File: config.mk
export PLATFORM = sky130hd
export DESIGN_NAME = mac_accum_mc
export DESIGN_NICKNAME = d
export VERILOG_FILES = /design/src/rtl/mac_accum_mc.sv
export SDC_FILE = /design/constraint.sdc
export NUM_CORES = 1
export LEC_CHECK = 0
export ABC_CLOCK_PERIOD_IN_PS = 15200
export BUFFER_PORTS_ARGS = -buffer_cell sky130_fd_sc_hd__buf_2
export CAP_MARGIN = 10
export CORE_MARGIN = 4
export CORE_UTILIZATION = 31
export CTS_CLUSTER_SIZE = 24
export DETAILED_ROUTE_END_ITERATION = 7
export GPL_TIMING_DRIVEN = 0
export SETUP_SLACK_MARGIN = 0.5
export SLEW_MARGIN = 40
export SYNTH_ARGS = -nofsm -noshare
export SYNTH_HDL_FRONTEND = slang
export SYNTH_SLANG_ARGS = --single-unit
File: constraint.sdc
create_clock -name Clk_CI -period 15.2 [get_ports Clk_CI]
set_input_delay 3.04 -clock Clk_CI [delete_from_list [all_inputs] [get_ports Clk_CI]]
set_output_delay 3.04 -clock Clk_CI [all_outputs]
set_load 0.02 [all_outputs]
File: src/rtl/mac_accum_mc.sv
// mac_accum_mc
//   Multi-channel, time-interleaved signed multiply-accumulate engine.
//   Sample pairs arrive round-robin ch0..ch(NUM_CH-1). Each accepted pair is
//   multiplied and added into its channel's accumulator. After ACC_LEN
//   products on a channel, the block rounds the sum (half toward +inf),
//   shifts it right by SHIFT, saturates it to WIDTH bits and loads it into a
//   valid/ready output register.
//
// Ports
//   Clk_CI       clock, rising edge
//   Rst_RI       synchronous reset, active high (beats everything)
//   Clr_SI       synchronous restart: accumulators, counters, overflow flag
//   InValid_SI   input sample pair valid
//   InReady_SO   block can accept a sample this cycle
//   In0_DI       signed operand A
//   In1_DI       signed operand B
//   OutValid_SO  result register holds a result
//   OutReady_SI  downstream accepts the result
//   Out_DO       signed rounded/saturated result
//   OutCh_DO     channel index of Out_DO
//   Ovf_SO       sticky: some emitted result saturated

module mac_accum_mc #(
    parameter int WIDTH   = 12,
    parameter int NUM_CH  = 4,
    parameter int ACC_LEN = 16,
    parameter int SHIFT   = 11,
    localparam int CH_W   = (NUM_CH > 1) ? $clog2(NUM_CH) : 1
) (
    input  logic             Clk_CI,
    input  logic             Rst_RI,
    input  logic             Clr_SI,
    input  logic             InValid_SI,
    output logic             InReady_SO,
    input  logic [WIDTH-1:0] In0_DI,
    input  logic [WIDTH-1:0] In1_DI,
    output logic             OutValid_SO,
    input  logic             OutReady_SI,
    output logic [WIDTH-1:0] Out_DO,
    output logic [CH_W-1:0]  OutCh_DO,
    output logic             Ovf_SO
);

    localparam int ACC_W   = 2 * WIDTH + $clog2(ACC_LEN);
    localparam int SMP_W   = (ACC_LEN > 1) ? $clog2(ACC_LEN) : 1;
    localparam int RND_POS = (SHIFT > 0) ? SHIFT - 1 : 0;

    localparam logic [CH_W-1:0]  LAST_CH  = CH_W'(NUM_CH - 1);
    localparam logic [SMP_W-1:0] LAST_SMP = SMP_W'(ACC_LEN - 1);

    // Rounding offset 2^(SHIFT-1); zero when no shift is applied.
    localparam logic signed [ACC_W:0] RND_ADD =
        (SHIFT > 0) ? ((ACC_W + 1)'(1) << RND_POS) : '0;

    // Saturation limits expressed at the widened rounding width.
    localparam logic signed [ACC_W:0] SAT_MAX =
        {{(ACC_W + 2 - WIDTH){1'b0}}, {(WIDTH - 1){1'b1}}};
    localparam logic signed [ACC_W:0] SAT_MIN =
        {{(ACC_W + 2 - WIDTH){1'b1}}, {(WIDTH - 1){1'b0}}};

    // State
    logic signed [ACC_W-1:0] acc_q [NUM_CH];
    logic signed [ACC_W-1:0] acc_d [NUM_CH];
    logic [CH_W-1:0]         ch_cnt_q,    ch_cnt_d;
    logic [SMP_W-1:0]        smp_cnt_q,   smp_cnt_d;
    logic                    out_valid_q, out_valid_d;
    logic [WIDTH-1:0]        out_q,       out_d;
    logic [CH_W-1:0]         out_ch_q,    out_ch_d;
    logic                    ovf_q,       ovf_d;

    // Datapath
    logic                    in_ready;
    logic                    accept;
    logic                    last;
    logic signed [2*WIDTH-1:0] prod;
    logic signed [ACC_W-1:0] acc_base;
    logic signed [ACC_W-1:0] acc_sum;
    logic signed [ACC_W:0]   rnd_sum;
    logic signed [ACC_W:0]   shifted;
    logic signed [ACC_W:0]   clipped;
    logic                    sat_hi;
    logic                    sat_lo;

    always_comb begin
        // Only a result that cannot drain this cycle blocks the input.
        in_ready = !(out_valid_q && !OutReady_SI);
        accept   = InValid_SI && in_ready && !Clr_SI;
        last     = (smp_cnt_q == LAST_SMP);

        prod     = (2 * WIDTH)'($signed(In0_DI)) * (2 * WIDTH)'($signed(In1_DI));

        // First product of a block overwrites the stale accumulator value.
        // With ACC_LEN==1 the sample counter is always zero, so the base is 0.
        acc_base = (smp_cnt_q == '0) ? '0 : acc_q[ch_cnt_q];
        acc_sum  = acc_base + ACC_W'(prod);

        rnd_sum  = (ACC_W + 1)'(acc_sum) + RND_ADD;
        shifted  = rnd_sum >>> SHIFT;

        sat_hi   = (shifted > SAT_MAX);
        sat_lo   = (shifted < SAT_MIN);
        if (sat_hi) begin
            clipped = SAT_MAX;
        end else if (sat_lo) begin
            clipped = SAT_MIN;
        end else begin
            clipped = shifted;
        end
    end

    always_comb begin
        for (int unsigned i = 0; i < NUM_CH; i++) begin
            acc_d[i] = Clr_SI ? '0 : acc_q[i];
        end
        ch_cnt_d    = ch_cnt_q;
        smp_cnt_d   = smp_cnt_q;
        out_valid_d = out_valid_q;
        out_d       = out_q;
        out_ch_d    = out_ch_q;
        ovf_d       = ovf_q;

        if (Clr_SI) begin
            ch_cnt_d  = '0;
            smp_cnt_d = '0;
            ovf_d     = 1'b0;
        end else if (accept) begin
            acc_d[ch_cnt_q] = acc_sum;
            if (ch_cnt_q == LAST_CH) begin
                ch_cnt_d  = '0;
                smp_cnt_d = last ? '0 : smp_cnt_q + 1'b1;
            end else begin
                ch_cnt_d  = ch_cnt_q + 1'b1;
            end
        end

        // A load wins over a drain, so a simultaneous drain+load stays valid.
        if (accept && last) begin
            out_valid_d = 1'b1;
            out_d       = clipped[WIDTH-1:0];
            out_ch_d    = ch_cnt_q;
            if (sat_hi || sat_lo) begin
                ovf_d = 1'b1;
            end
        end else if (out_valid_q && OutReady_SI) begin
            out_valid_d = 1'b0;
        end
    end

    always_ff @(posedge Clk_CI) begin
        if (Rst_RI) begin
            for (int unsigned i = 0; i < NUM_CH; i++) begin
                acc_q[i] <= '0;
            end
            ch_cnt_q    <= '0;
            smp_cnt_q   <= '0;
            out_valid_q <= 1'b0;
            out_q       <= '0;
            out_ch_q    <= '0;
            ovf_q       <= 1'b0;
        end else begin
            acc_q       <= acc_d;
            ch_cnt_q    <= ch_cnt_d;
            smp_cnt_q   <= smp_cnt_d;
            out_valid_q <= out_valid_d;
            out_q       <= out_d;
            out_ch_q    <= out_ch_d;
            ovf_q       <= ovf_d;
        end
    end

    assign InReady_SO  = in_ready;
    assign OutValid_SO = out_valid_q;
    assign Out_DO      = out_q;
    assign OutCh_DO    = out_ch_q;
    assign Ovf_SO      = ovf_q;

endmodule
==> impl_metrics.json <==
{
  "synth_edf_count": 0,
  "synth_top_cell_area_share_pct": 27.24,
  "drc": 0,
  "clockBufferDepth": 2,
  "synth_compound_area_share_pct": 12.13,
  "multiInputGateArea_sq_um": 9529,
  "wl_per_cell_um": 16.86,
  "maxCapViolations": 0,
  "grt_pass1_vias": 10730,
  "synth_area_leader_cell": "fa_1",
  "timing.reg2reg.worst_path_depth": 25,
  "fin_crit_sh_pct": 68.08,
  "drt_wl_total_mm": 35.09,
  "crit_fanout": 15,
  "hpwl_mm": 28.71,
  "cp.required_ps": 15490,
  "rows": 75,
  "setup_violations": 0,
  "clkTransAtPathRegs_ps": 60,
  "core_sq_um": 41950,
  "gr-total-overflow": 0,
  "cts_hold_buf": 0,
  "muxShareOfSynthArea_pct": 4.879,
  "tns_ps": 0,
  "worst_path_most_repeated_cell": "fa_1",
  "worstHoldPathType": "register to register",
  "async_flop_share_pct": 0,
  "die_w_um": 214.0,
  "cp_num_cells": 23,
  "htree_levels": 4,
  "clkLatencyLatePin_ps": 430,
  "synth.net_count": 1756,
  "cts_made_buffers": 17,
  "syn-instance-count": 1466,
  "start_util_pct": 31.36,
  "syn_to_final_growth_pct": 11.63,
  "final_max_slew_viol_count": 0,
  "synthXorXnorAreaFrac_pct": 2.064,
  "cts_sinks": 134,
  "grt_max_degree": 17,
  "slowest_stage": "a311oi_2",
  "ys_types": 76,
  "path_cells": "buf_2 -> clkbuf_1 -> nand2_1 -> fa_1 -> inv_1 -> fa_1 -> fa_1 -> fa_1 -> fa_1 -> ha_1 -> ha_1 -> buf_2 -> o21a_1 -> a21oi_1 -> o211ai_1 -> a311oi_2 -> and4_1 -> nand4_1 -> or4_1 -> a22o_1 -> a32oi_2 -> buf_4 -> o211ai_1",
  "ff_latch_area_sq_um": 2683,
  "grt_pass1_wl_mm": 58.04,
  "gp_congestion": 0.8523,
  "critPathBufInv": 5,
  "worst_slew_pin_slew_ps": 833.3,
  "period_needed_ps": 10350,
  "io_buffer_count": 45,
  "ys.flop_type": "dfxtp_1",
  "syn_area_sq_um": 13160,
  "maxSlewHeadroom_pct": 44.05,
  "post_synth_fa_ha_maj_area_fraction_pct": 35.04,
  "finalNetCount": 1820,
  "crit_family": "adder cells",
  "holdPathStages": 2,
  "grt_util_all_layers_pct": 15.53,
  "crit_arrival_ps": 10640,
  "crit_type": "input pin to register",
  "critical_path.endpoint_type": "register",
  "yosysSeqAreaShare_pct": 20.39,
  "drive_gt1_share_pct": 9.073,
  "critPathLaunchType": "input pin",
  "synth-simple-area-share_pct": 18.21,
  "antenna_found_initial": 0,
  "rsz0062_at_grt": "false",
  "ys_ff_latch": 134,
  "via_count": 10370,
  "synth.most_common_cell": "nand2_1",
  "outcome": "completed",
  "diodes": 0,
  "synth-warning-count": 0,
  "drt-pass1-iter-count": 5,
  "synth.area.top_cells": "fa_1 (27%), dfxtp_1 (20%), ha_1 (7.8%)",
  "clock_skew_ps": 13.33,
  "postCtsResizedCells": 0,
  "synth_top_family_by_area": "adder cells",
  "antenna_left": 0,
  "die_h_um": 214.0,
  "avgSynthCellArea_sq_um": 8.974,
  "ios": 46,
  "tritoncts": "yes",
  "first_iter_violations": 713,
  "fp.dieArea_sq_um": 45800,
  "timing.fmax_ghz": 0.09663,
  "critPathMaxStageDelay_ps": 640,
  "viasPerCell": 4.982,
  "root_buffer": "clkbuf_16",
  "hold_viol": 0,
  "nFillCells": 4274,
  "synthTopCellsByCount": "nand2_1 (254), fa_1 (179), inv_1 (169), dfxtp_1 (134), a21oi_1 (114)",
  "postCtsSetupRepairBufs": 0
}
[state kept, by name (all words and copies together) (netlist names)]
signal       cells
OutValid_SO      1
OutCh_DO         2
smp_cnt_q        4
Out_DO          12
ch_cnt_q         2
Ovf_SO           1
acc_q          112
[through the flow]
stage | cells | setup slack [ps] | util (%) | cell area (sq um) | hold WS [ps]
after floorplan | 1466 | 5497 | - | 13160 | 433.1
after global placement | 2050 | 4450 | 33.51 | 14060 | 438.7
after detailed placement | 2050 | 4428 | 33.53 | 14070 | 445.4
after CTS | 2082 | 4852 | 34.99 | 14680 | 453.5
after global routing | 2082 | 4367 | 35.01 | 14690 | 473.4
final | 2082 | 4852 | 35.01 | 14690 | 453.2
[metal layers]
metal	routed length, um	GRT usage [%]	up-vias
met1	16510	21.97	5145
met5	0	0	-
met3	1543	1.743	38
met2	16450	25.75	274
met4	590	3.588	0
li1	-	-	4916
[kinds of logic after synthesis]
family | after synthesis
mux | 29
buf+inv | 249
simple gates | 520
fa+ha+maj | 261
flops | 134
xor+xnor | 31
compound gates | 242
[tightest hold or removal path, delay by kind of cell, from the launching register on]
| kind | cells | cell delay [ps] |
|---|---|---|
| compound gates | 1 | 50 |
| simple gates | 1 | 50 |
| flops | 1 | 300 |
[cell type report]
cell class / count / area share [%]
clock buffer: 17 / 2.897
multi-input combinational: 1083 / 64.88
tap: 539 / 4.592
buffer: 80 / 2.241
inverter: 169 / 4.319
timing repair buffer: 45 / 1.533
sequential: 134 / 18.27
clock inverter: 15 / 1.269
[final timing paths]
path	start	endpoint	slack, ps
worst max-delay path	In0_DI[11]	Out_DO[6]	4850
worst min-delay path	acc_q[42]	acc_q[42]	450
worst min register to register	acc_q[42]	acc_q[42]	450
worst max register to register	ch_cnt_q[1]	Out_DO[11]	6530
[cell usage in the layout, fill, tap and decap left out, types with 3 or more instances in the layout]
cell / count
fa_1: 179
inv_6: 5
o21ai_1: 3
inv_8: 3
o21bai_1: 4
o21ai_0: 13
o21a_1: 9
or4_1: 3
nor2b_1: 3
xor2_1: 12
and3_1: 6
dfxtp_1: 134
buf_2: 49
nand4_1: 7
and2_1: 91
nand2b_1: 7
clkbuf_16: 17
o211ai_1: 20
inv_1: 168
a311oi_2: 3
nor3_1: 17
a21oi_1: 114
nand3_1: 12
a21o_1: 11
a21oi_2: 4
a211oi_1: 10
a22oi_1: 18
nor2_1: 101
ha_1: 82
xnor2_1: 17
mux4_2: 28
nand2_1: 254
buf_1: 3
or3_1: 3
clkbuf_1: 68
Power is not shown: default switching activity piles up to over one toggle a cycle in this logic, so the estimate is an artifact.
